--- config.mk ---
export PLATFORM = sky130hd
export DESIGN_NAME = muldiv_sequencer
export DESIGN_NICKNAME = d
export VERILOG_FILES = /design/src/rtl/muldiv_sequencer_pkg.sv /design/src/rtl/muldiv_sequencer_step.sv /design/src/rtl/muldiv_sequencer.sv
export SDC_FILE = /design/constraint.sdc
export NUM_CORES = 1
export LEC_CHECK = 0
export CAP_MARGIN = 20
export CORE_AREA = 2 2 220 222
export DETAILED_ROUTE_END_ITERATION = 6
export DIE_AREA = 0 0 222 224
export GPL_TIMING_DRIVEN = 1
export SKIP_CTS_REPAIR_TIMING = 1
export SYNTH_ARGS = -nofsm -noshare
export SYNTH_HDL_FRONTEND = slang
export SYNTH_HIERARCHICAL = 1
export SYNTH_SLANG_ARGS = --single-unit
--- constraint.sdc ---
create_clock -name clk -period 18.15 [get_ports clk]
set_input_delay 2.7225 -clock clk [delete_from_list [all_inputs] [get_ports clk]]
set_output_delay 2.7225 -clock clk [all_outputs]
set_load 0.01 [all_outputs]
--- src/rtl/muldiv_sequencer_pkg.sv ---
// -----------------------------------------------------------------------------
// muldiv_sequencer_pkg
// Shared definitions for the iterative multiply/divide unit:
//   - md_op_e    : operation encoding as issued by the decode stage
//   - md_state_e : sequencer FSM states
//   - md_signs_t : result sign flags recorded during PREP
//   - helpers that classify an operation (divide? signed?)
// -----------------------------------------------------------------------------
package muldiv_sequencer_pkg;

  typedef enum logic [1:0] {
    MD_MULT  = 2'b00,
    MD_MULTU = 2'b01,
    MD_DIV   = 2'b10,
    MD_DIVU  = 2'b11
  } md_op_e;

  typedef enum logic [1:0] {
    MD_IDLE = 2'b00,
    MD_PREP = 2'b01,
    MD_RUN  = 2'b10,
    MD_FIX  = 2'b11
  } md_state_e;

  // Sign of each result, captured from the operand signs before iterating
  // on magnitudes.
  typedef struct packed {
    logic prod;  // sign(a) ^ sign(b)
    logic quo;   // sign(a) ^ sign(b)
    logic rem;   // sign(a): remainder follows the dividend
  } md_signs_t;

  function automatic logic op_is_div(input md_op_e op);
    return (op == MD_DIV) || (op == MD_DIVU);
  endfunction

  function automatic logic op_is_signed(input md_op_e op);
    return (op == MD_MULT) || (op == MD_DIV);
  endfunction

endpackage : muldiv_sequencer_pkg

--- src/rtl/muldiv_sequencer_step.sv ---
// -----------------------------------------------------------------------------
// muldiv_step
// One combinational radix-2 iteration of the multiply/divide datapath.
//
//   Multiply (div_mode_i = 0): shift-add, LSB first. acc_lo holds the
//     not-yet-consumed multiplier bits; each step conditionally adds the
//     multiplicand to acc_hi, then shifts the whole 64-bit pair right.
//   Divide (div_mode_i = 1): restoring, MSB first. acc_lo starts with the
//     dividend and fills with quotient bits; acc_hi is the partial remainder.
//
// Ports
//   acc_i      [2*XLEN-1:0] : current {acc_hi, acc_lo}
//   operand_i  [XLEN-1:0]   : multiplicand magnitude or divisor magnitude
//   div_mode_i              : 1 = divide iteration, 0 = multiply iteration
//   acc_o      [2*XLEN-1:0] : next {acc_hi, acc_lo}
// -----------------------------------------------------------------------------
module muldiv_step #(
  parameter int XLEN = 32
) (
  input  logic [2*XLEN-1:0] acc_i,
  input  logic [XLEN-1:0]   operand_i,
  input  logic              div_mode_i,
  output logic [2*XLEN-1:0] acc_o
);

  logic [XLEN-1:0] acc_hi;
  logic [XLEN-1:0] acc_lo;
  logic [XLEN:0]   sum;
  logic [XLEN:0]   rem_sh;
  logic [XLEN-1:0] trial;
  logic            ge;

  assign acc_hi = acc_i[2*XLEN-1:XLEN];
  assign acc_lo = acc_i[XLEN-1:0];

  always_comb begin
    // NOTE: every signal assigned here gets a default first, so no path can
    // leave one holding its old value and infer a latch.
    sum    = '0;
    rem_sh = '0;
    trial  = '0;
    ge     = 1'b0;
    acc_o  = acc_i;

    if (div_mode_i) begin
      // Bring the next dividend bit into the remainder. The shifted value
      // can need XLEN+1 bits, but since remainder < divisor, a successful
      // subtraction always fits back into XLEN bits.
      rem_sh = {acc_hi, acc_lo[XLEN-1]};
      ge     = (rem_sh >= {1'b0, operand_i});
      trial  = rem_sh[XLEN-1:0] - operand_i;
      acc_o  = {(ge ? trial : rem_sh[XLEN-1:0]), acc_lo[XLEN-2:0], ge};
    end else begin
      // Carry out of the add becomes the new MSB after the right shift.
      sum   = {1'b0, acc_hi} + (acc_lo[0] ? {1'b0, operand_i} : '0);
      acc_o = {sum, acc_lo[XLEN-1:1]};
    end
  end

endmodule : muldiv_step

--- src/rtl/muldiv_sequencer.sv ---
// -----------------------------------------------------------------------------
// muldiv_sequencer
// Iterative MULT/MULTU/DIV/DIVU unit for the MIPS32 core; owns HI/LO and
// serves MTHI/MTLO/MFHI/MFLO. An operation takes 34 cycles of busy:
// PREP (1) + RUN (XLEN) + FIX (1). HI/LO keep their old values until FIX.
//
// Ports
//   clk, rst             : clock, asynchronous active-high reset
//   start, op[1:0]       : issue operation (00 MULT, 01 MULTU, 10 DIV, 11 DIVU)
//   src_a, src_b         : rs (multiplicand/dividend), rt (multiplier/divisor)
//   mthi, mtlo, mt_data  : move-to HI/LO (honoured only when idle)
//   mf_req               : MFHI/MFLO in decode needs HI/LO
//   busy                 : operation in flight
//   stall                : busy & any HI/LO-touching request (combinational)
//   done                 : one-cycle pulse during FIX
//   hi, lo               : HI/LO registers
// -----------------------------------------------------------------------------
module muldiv_sequencer
  import muldiv_sequencer_pkg::*;
#(
  parameter int XLEN = 32
) (
  input  logic            clk,
  input  logic            rst,
  input  logic            start,
  input  logic [1:0]      op,
  input  logic [XLEN-1:0] src_a,
  input  logic [XLEN-1:0] src_b,
  input  logic            mthi,
  input  logic            mtlo,
  input  logic [XLEN-1:0] mt_data,
  input  logic            mf_req,
  output logic            busy,
  output logic            stall,
  output logic            done,
  output logic [XLEN-1:0] hi,
  output logic [XLEN-1:0] lo
);

  localparam int CW = $clog2(XLEN);

  md_state_e         state_q;
  md_op_e            op_q;
  logic [XLEN-1:0]   a_q;
  logic [XLEN-1:0]   b_q;
  logic [XLEN-1:0]   oper_q;
  logic [2*XLEN-1:0] acc_q;
  logic [CW-1:0]     cnt_q;
  md_signs_t         signs_q;
  logic [XLEN-1:0]   hi_q;
  logic [XLEN-1:0]   lo_q;
  logic              busy_q;
  logic              done_q;

  logic              op_div;
  logic              a_neg;
  logic              b_neg;
  logic [XLEN-1:0]   a_abs;
  logic [XLEN-1:0]   b_abs;
  md_signs_t         signs_d;
  logic [2*XLEN-1:0] acc_d;
  logic [XLEN-1:0]   hi_d;
  logic [XLEN-1:0]   lo_d;

  // Magnitudes and sign flags from the latched operands; used in PREP.
  assign op_div = op_is_div(op_q);
  assign a_neg  = op_is_signed(op_q) & a_q[XLEN-1];
  assign b_neg  = op_is_signed(op_q) & b_q[XLEN-1];
  assign a_abs  = a_neg ? -a_q : a_q;
  assign b_abs  = b_neg ? -b_q : b_q;

  assign signs_d.prod = a_neg ^ b_neg;
  assign signs_d.quo  = a_neg ^ b_neg;
  assign signs_d.rem  = a_neg;

  muldiv_step #(.XLEN(XLEN)) u_step (
    .acc_i      (acc_q),
    .operand_i  (oper_q),
    .div_mode_i (op_div),
    .acc_o      (acc_d)
  );

  // Sign fix-up and result routing, committed to HI/LO in FIX.
  always_comb begin
    hi_d = acc_q[2*XLEN-1:XLEN];
    lo_d = acc_q[XLEN-1:0];
    if (!op_div) begin
      {hi_d, lo_d} = signs_q.prod ? -acc_q : acc_q;
    end else if (b_q == '0) begin
      // Divide by zero: fixed pattern, dividend passed through untouched.
      hi_d = a_q;
      lo_d = '1;
    end else begin
      hi_d = signs_q.rem ? -acc_q[2*XLEN-1:XLEN] : acc_q[2*XLEN-1:XLEN];
      lo_d = signs_q.quo ? -acc_q[XLEN-1:0]      : acc_q[XLEN-1:0];
    end
  end

  // NOTE: all state below uses non-blocking assignments so every register
  // samples pre-edge values regardless of statement order.
  always_ff @(posedge clk or posedge rst) begin
    if (rst) begin
      state_q <= MD_IDLE;
      op_q    <= MD_MULT;
      a_q     <= '0;
      b_q     <= '0;
      oper_q  <= '0;
      acc_q   <= '0;
      cnt_q   <= '0;
      signs_q <= '0;
      hi_q    <= '0;
      lo_q    <= '0;
      busy_q  <= 1'b0;
      done_q  <= 1'b0;
    end else begin
      case (state_q)
        MD_IDLE: begin
          // Move-to writes land at this edge; a simultaneous start will
          // overwrite both registers when it finishes.
          if (mthi) hi_q <= mt_data;
          if (mtlo) lo_q <= mt_data;
          if (start) begin
            op_q    <= md_op_e'(op);
            a_q     <= src_a;
            b_q     <= src_b;
            busy_q  <= 1'b1;
            state_q <= MD_PREP;
          end
        end

        MD_PREP: begin
          // Multiply: acc_lo carries the multiplier, oper_q the multiplicand.
          // Divide:   acc_lo carries the dividend,   oper_q the divisor.
          signs_q <= signs_d;
          acc_q   <= {{XLEN{1'b0}}, (op_div ? a_abs : b_abs)};
          oper_q  <= op_div ? b_abs : a_abs;
          cnt_q   <= CW'(XLEN - 1);
          state_q <= MD_RUN;
        end

        MD_RUN: begin
          acc_q <= acc_d;
          if (cnt_q == '0) begin
            done_q  <= 1'b1;
            state_q <= MD_FIX;
          end else begin
            cnt_q <= cnt_q - 1'b1;
          end
        end

        MD_FIX: begin
          hi_q    <= hi_d;
          lo_q    <= lo_d;
          done_q  <= 1'b0;
          busy_q  <= 1'b0;
          state_q <= MD_IDLE;
        end

        default: state_q <= MD_IDLE;
      endcase
    end
  end

  assign busy  = busy_q;
  assign done  = done_q;
  assign hi    = hi_q;
  assign lo    = lo_q;
  assign stall = busy_q & (start | mthi | mtlo | mf_req);

endmodule : muldiv_sequencer

==> impl_metrics.env, run 1 <==
export IMPL_grtUsageTotal=0.267
export IMPL_critPathLaunch="mthi"
export IMPL_antenna_left=0
export IMPL_fin_nets=2424
export IMPL_p_seq_frac=0.254
export IMPL_maxCapViolCount=0
export IMPL_clk_latency_ps=590
export IMPL_stdcell_area_um2=21800
export IMPL_placedCellCount=2828
export IMPL_intPower_mw=2.48
export IMPL_gr_total_overflow=0
export IMPL_htreeDepth=1
export IMPL_numCtsBuffers=29
export IMPL_cts_root_buf="clkbuf_16"
export IMPL_synth_top_area_cell="dfrtp_1"
export IMPL_reg2reg_setup_slack_ps=13790
export IMPL_avgViaCountPerCell=6.16
export IMPL_finalCritPeriodShare=0.377
export IMPL_core_um2=47300
export IMPL_ys_seq_area_frac=0.318
export IMPL_gp_congestion=0.932
export IMPL_p_switching_mw=2.61
export IMPL_power_density_nw_per_um2=234
export IMPL_worst_ep_arrival_time_ps=4130
export IMPL_finalMaxSlewViolations=0
export IMPL_tns_ps=0
export IMPL_synth_area_leaders="dfrtp_1 32%, mux2_2 6.6%, ha_1 5.0%"
export IMPL_io_pins=171
export IMPL_drive_gt1_frac=0.101
export IMPL_drcViolationCount=0
export IMPL_reg2reg_depth=13
export IMPL_swShare=0.513
export IMPL_worstPathRequired_ps=15430
export IMPL_first_global_vias=16700
export IMPL_fp_dieW_um=222
export IMPL_num_vias=17700
export IMPL_first_pass_iters=5
export IMPL_ys_ff_latch=237
export IMPL_yosysWarnings=6
export IMPL_fill_cells=4619
export IMPL_port_buffers=170
export IMPL_p_leak_nw=9.14
export IMPL_antenna_found_initial=2
export IMPL_dieArea_um2=49700
export IMPL_initial_utilization=0.394
export IMPL_crit_end="stall"
export IMPL_synthArstFlopShare=1.00
export IMPL_vdd_ir_drop_max_uv=140
export IMPL_worst_r2r_endpoint="acc_q[62]"
export IMPL_cp_start_kind="primary input"
export IMPL_fp_row_count=80
export IMPL_cts_sinks=237
export IMPL_hold_viol_final=0
export IMPL_yosysTopAreaCellShare=0.318
export IMPL_clk_pin_slew_ps=50
export IMPL_hpwl_mm=51.8
export IMPL_outcome="finished clean"
export IMPL_wl_per_cell_um=23.6
export IMPL_syn_to_final_growth_pct=16.5
export IMPL_netlist_instances=2161
export IMPL_synth_edf_count=0
export IMPL_grt_max_degree=100
export IMPL_syn_cell_area_um2=18700
export IMPL_whs_path_depth=2
export IMPL_setup_viol=0
export IMPL_fmax_mhz=146
export IMPL_post_synth_cell_area_avg_um2=8.64
export IMPL_rsz0062_at_grt="false"
export IMPL_ys_types=92
export IMPL_fin_crit_ps=6850
export IMPL_worst_slew_pin_slew_ps=1130
export IMPL_clk_path_buf_depth=3
export IMPL_die_h_um=224
export IMPL_place_area_um2=20800
export IMPL_min_path_type="reg -> reg"
export IMPL_drt_iter0_markers=1782
export IMPL_pwr_share_clk=0.116
export IMPL_final_cells=2882
export IMPL_crit_type="in -> out"
export IMPL_cts_tree="yes"
export IMPL_fin_util=0.460
export IMPL_synth_top_flop_cell="dfrtp_1"
export IMPL_cp_end_kind="output pin"
export IMPL_wl_mm=68.0
export IMPL_cp_max_fo=3
export IMPL_hold_ws_ps=478
export IMPL_grt_pass1_wl_mm=103
export IMPL_synth_nets=2341
export IMPL_skew_ps=22.2
export IMPL_r2r_start="acc_q[0]"
export IMPL_max_slew_margin_rel=0.241
export IMPL_p_comb_frac=0.630
==> critical path: stages <==
cell             delay [ps]
clkdlybuf4s50_1         490
o41a_1                  440
clkdlybuf4s50_1         480
==> per-stage QoR <==
| step | total power [mW] | worst slack (ps) |
|---|---|---|
| 5_1_grt | 5.44 | 11260 |
| 6_report | 5.09 | 11300 |
| 3_3_place_gp | 4.38 | 11290 |
| 4_1_cts | 5.04 | 11290 |
| 3_5_place_dp | 4.43 | 11300 |
| 2_1_floorplan | 3.39 | 8920 |
==> power groups by stage <==
stage / Sequential (mW) / Clock, mW / Combinational [mW]
floorplan: 1.06 / 0 / 2.33
global placement: 1.28 / 0 / 3.10
detailed placement: 1.29 / 0 / 3.14
CTS: 1.28 / 0.600 / 3.16
global route: 1.33 / 0.622 / 3.49
finish: 1.29 / 0.589 / 3.21
==> cell usage in the layout, fill, tap and decap left out, types with 29 or more instances in the layout <==
master / n
inv_1: 77
mux2_2: 109
and2_1: 37
o22ai_1: 35
a21o_1: 54
dfrtp_1: 235
o221ai_1: 29
clkdlybuf4s50_1: 170
clkbuf_16: 29
mux2i_1: 38
xor2_1: 91
xnor2_1: 100
o21ai_0: 169
nor2_1: 149
o31ai_1: 36
nand3_1: 33
a21oi_1: 144
a22o_1: 31
nand2_1: 166
ha_1: 73
==> layout make-up <==
| class | count | area, um^2 | share of cell area |
|---|---|---|---|
| inverters | 78 | 300 | 0.0138 |
| repair buffers | 194 | 1890 | 0.0867 |
| multi-input cells | 1704 | 11900 | 0.548 |
| clock inverters | 10 | 135 | 0.00621 |
| clock buffers | 40 | 807 | 0.0371 |
| flip-flops and latches | 237 | 5940 | 0.273 |
| diodes | 4 | 10.0 | 0.000460 |
| well taps | 615 | 769 | 0.0354 |
==> sequential cells by signal, indices dropped and copies added (netlist names) <==
| name | count |
|---|---|
| a_q | 32 |
| acc_q | 64 |
| b_q | 32 |
| busy | 1 |
| cnt_q | 5 |
| done | 1 |
| hi | 32 |
| lo | 32 |
| op_q | 2 |
| oper_q | 32 |
| signs_q | 2 |
| state_q | 2 |
==> synthesized netlist by cell type, types with 14 or more instances <==
library cell and number:
dfrtp_1 237, o21ai_0 169, nand2_1 167, nor2_1 149, a21oi_1 146, clkbuf_1 120, mux2_2 109, xnor2_1 100
xor2_1 91, inv_1 78, ha_1 74, a21o_1 54, mux2i_1 38, and2_1 37, o31ai_1 36, o22ai_1 35
nand3_1 33, a22o_1 31, o221ai_1 29, nor3_1 28, nor4_1 23, a211oi_1 22, a31oi_1 22, nor3b_1 21
or3_1 20, or4_1 19, nand4_1 18, o41ai_1 17, a22oi_1 16, nand2b_1 15, nor2b_1 15, o21a_1 14
==> worst min-delay path by stage <==
stage          startpoint        to
2_1_floorplan    cnt_q[0]  cnt_q[0]
3_3_place_gp     cnt_q[0]  cnt_q[0]
3_5_place_dp       lo[29]    lo[29]
4_1_cts            lo[29]    lo[29]
5_1_grt            lo[29]    lo[29]
6_report           lo[24]    lo[24]
==> metal layers <==
metal | global-route usage | part of all wire
met1 | 0.393 | 0.46
met2 | 0.400 | 0.43
met3 | 0.0352 | 0.074
met4 | 0.0948 | 0.038
met5 | 0 | 0
==> cell families (layout without fill, tap and decap cells) <==
kind of cell | after synthesis | count (layout) | share of synthesized area
XOR/XNOR | 191 | 191 | 0.0896
adder cells (fa/ha/maj) | 76 | 76 | 0.0517
buffers and inverters | 220 | 322 | 0.0456
AO/OA/AOI/OAI | 692 | 692 | 0.246
AND/OR/NAND/NOR | 598 | 598 | 0.163
multiplexers | 147 | 147 | 0.0861
flip-flops | 237 | 237 | 0.318
other | 0 | 4 | 0
No activity file was read; power rests on OpenSTA's default activity.
==> run 2: changes to the inputs <==
==> constraint.sdc (replaced) <==
create_clock -name clk -period 5.7 [get_ports clk]
set_input_delay 0.855 -clock clk [delete_from_list [all_inputs] [get_ports clk]]
set_output_delay 0.855 -clock clk [all_outputs]
set_load 0.01 [all_outputs]
==> run 2 against run 1 <==
  * Combinational power increased to 3.3 times the previous value
  * Cell count up 0.31%
  * First-iteration DRC count grew 16%
  * Hold slack worse by 2.1 ps
  * Largest power group unchanged
  * Wire length grew 5.8%
  * Register-to-register slack worse by 12000 ps
  * Critical path depth rose by 9
  * Die area stayed put
==> impl_metrics.env, run 2 (synthesis gave the netlist of run 1 again) <==
export IMPL_outcome="finished clean"
export IMPL_dieArea_um2=49700
export IMPL_vdd_ir_drop_max_uv=338
export IMPL_cp_start_kind="register"
export IMPL_avgViaCountPerCell=6.23
export IMPL_final_cell_mix="235 x dfrtp_1, 170 x clkdlybuf4s50_1, 169 x o21ai_0"
export IMPL_reg2reg_setup_slack_ps=1700
export IMPL_core_um2=47300
export IMPL_grtUsageTotal=0.282
export IMPL_cts_root_buf="clkbuf_16"
export IMPL_fp_row_count=80
export IMPL_fmax_mhz=250
export IMPL_die_h_um=224
export IMPL_num_vias=18000
export IMPL_cp_end_kind="register"
export IMPL_numCtsBuffers=29
export IMPL_power_density_nw_per_um2=761
export IMPL_finalWorstSetupSlack_ps=1700
export IMPL_rsz0062_at_grt="false"
export IMPL_io_pins=171
export IMPL_cts_tree="yes"
export IMPL_whs_path_depth=2
export IMPL_place_ws_ps=1720
export IMPL_fp_dieW_um=222
export IMPL_final_common_cell="dfrtp_1"
export IMPL_reg2reg_depth=12
export IMPL_gr_total_overflow=0
export IMPL_initial_utilization=0.394
export IMPL_hold_start="lo[15]"
export IMPL_clk_path_buf_depth=3
export IMPL_antenna_found_initial=2
export IMPL_clk_pin_slew_ps=70
export IMPL_largest_register="acc_q"
export IMPL_port_buffers=170
export IMPL_r2r_start="acc_q[0]"
export IMPL_wl_mm=71.9
export IMPL_worst_slew_pin_slew_ps=1030
export IMPL_fin_crit_ps=4000
export IMPL_clk_latency_ps=600
export IMPL_maxCapViolCount=0
export IMPL_grt_pass1_wl_mm=107
export IMPL_gp_congestion=0.985
export IMPL_tns_ps=0
export IMPL_setup_viol=0
export IMPL_drive_gt1_frac=0.107
export IMPL_syn_to_final_growth_pct=17.5
export IMPL_drcViolationCount=0
export IMPL_cts_sinks=237
export IMPL_wl_per_cell_um=24.9
export IMPL_finalMaxSlewViolations=0
export IMPL_worstPathRequired_ps=6230
export IMPL_finalCritPeriodShare=0.702
export IMPL_largest_reg_flops=64
export IMPL_skew_ps=14.0
export IMPL_p_leak_nw=9.23
export IMPL_antenna_left=0
export IMPL_hold_viol_final=0
export IMPL_worst_r2r_endpoint="acc_q[62]"
export IMPL_fin_nets=2433
export IMPL_hold_end="lo[15]"
export IMPL_drt_iter0_markers=2076
export IMPL_grt_max_degree=96
export IMPL_max_slew_margin_rel=0.312
export IMPL_hpwl_mm=55.6
export IMPL_min_path_type="reg -> reg"
export IMPL_critPathLaunch="acc_q[0]"
export IMPL_htreeDepth=1
export IMPL_cp_max_fo=16
export IMPL_crit_type="reg -> reg"
export IMPL_worst_ep_arrival_time_ps=4530
export IMPL_power_mw=16.7
export IMPL_first_global_vias=17000
export IMPL_first_pass_iters=5
run 2: cell types whose count changed in the layout (fill, tap and decap cells not counted), moves of 2 or more:
cell	previous run	this run
clkbuf_1	7	4
bufinv_16	3	5
buf_12	0	2
clkinvlp_4	1	4
diode_2	4	1
buf_4	23	31
run 2: cell type report:
class | count | area (um^2)
fillers | 4579 | 25400
multi-input cells | 1704 | 11900
flip-flops and latches | 237 | 5940
repair buffers | 203 | 1970
clock buffers | 37 | 796
well taps | 615 | 769
inverters | 78 | 297
clock inverters | 16 | 239
diodes | 1 | 2.50
run 2: worst max path at each step:
stage / end / slack [ps] / cells past startpoint
finish: acc_q[62] / 1700 / 12
global route: acc_q[62] / 1390 / 12
CTS: acc_q[62] / 1680 / 12
detailed placement: acc_q[62] / 1720 / 12
global placement: acc_q[62] / 1780 / 12
floorplan: a_q[0] / 1740 / 1
run 2: stage by stage:
| step | utilization | cell area [um^2] | hold slack [ps] | instances |
|---|---|---|---|---|
| finish | 0.463 | 21900 | 476 | 2891 |
| global route | 0.463 | 21900 | 497 | 2890 |
| CTS | 0.463 | 21900 | 479 | 2890 |
| detailed placement | 0.441 | 20900 | 467 | 2837 |
| global placement | 0.441 | 20900 | 461 | 2837 |
| floorplan | - | 18700 | 440 | 2161 |
run 2: critical path, stage by stage, from the launching register on:
cell and delay (ps):
dfrtp_1 570, and2_1 240, ha_1 360, o211ai_1 140, o211ai_1 280, a21oi_1 160, a211oi_1 610, a31oi_1 310
o31ai_1 340, mux2_2 380, a211o_1 260, o21ai_0 150, a22o_1 150
run 2: layer usage:
layer  GRT usage  vias up  wire length (um)
li1            -     8146                 -
met1       0.408     8874             32700
met2       0.425      844             30800
met3      0.0382      141              5460
met4       0.109        0              2990
met5           0        -                 0
run 2: power by group:
group	switching (mW)	internal, mW	total, mW
combinational	6.32	4.30	10.6
sequential	1.50	2.52	4.02
clock	0.824	1.22	2.04
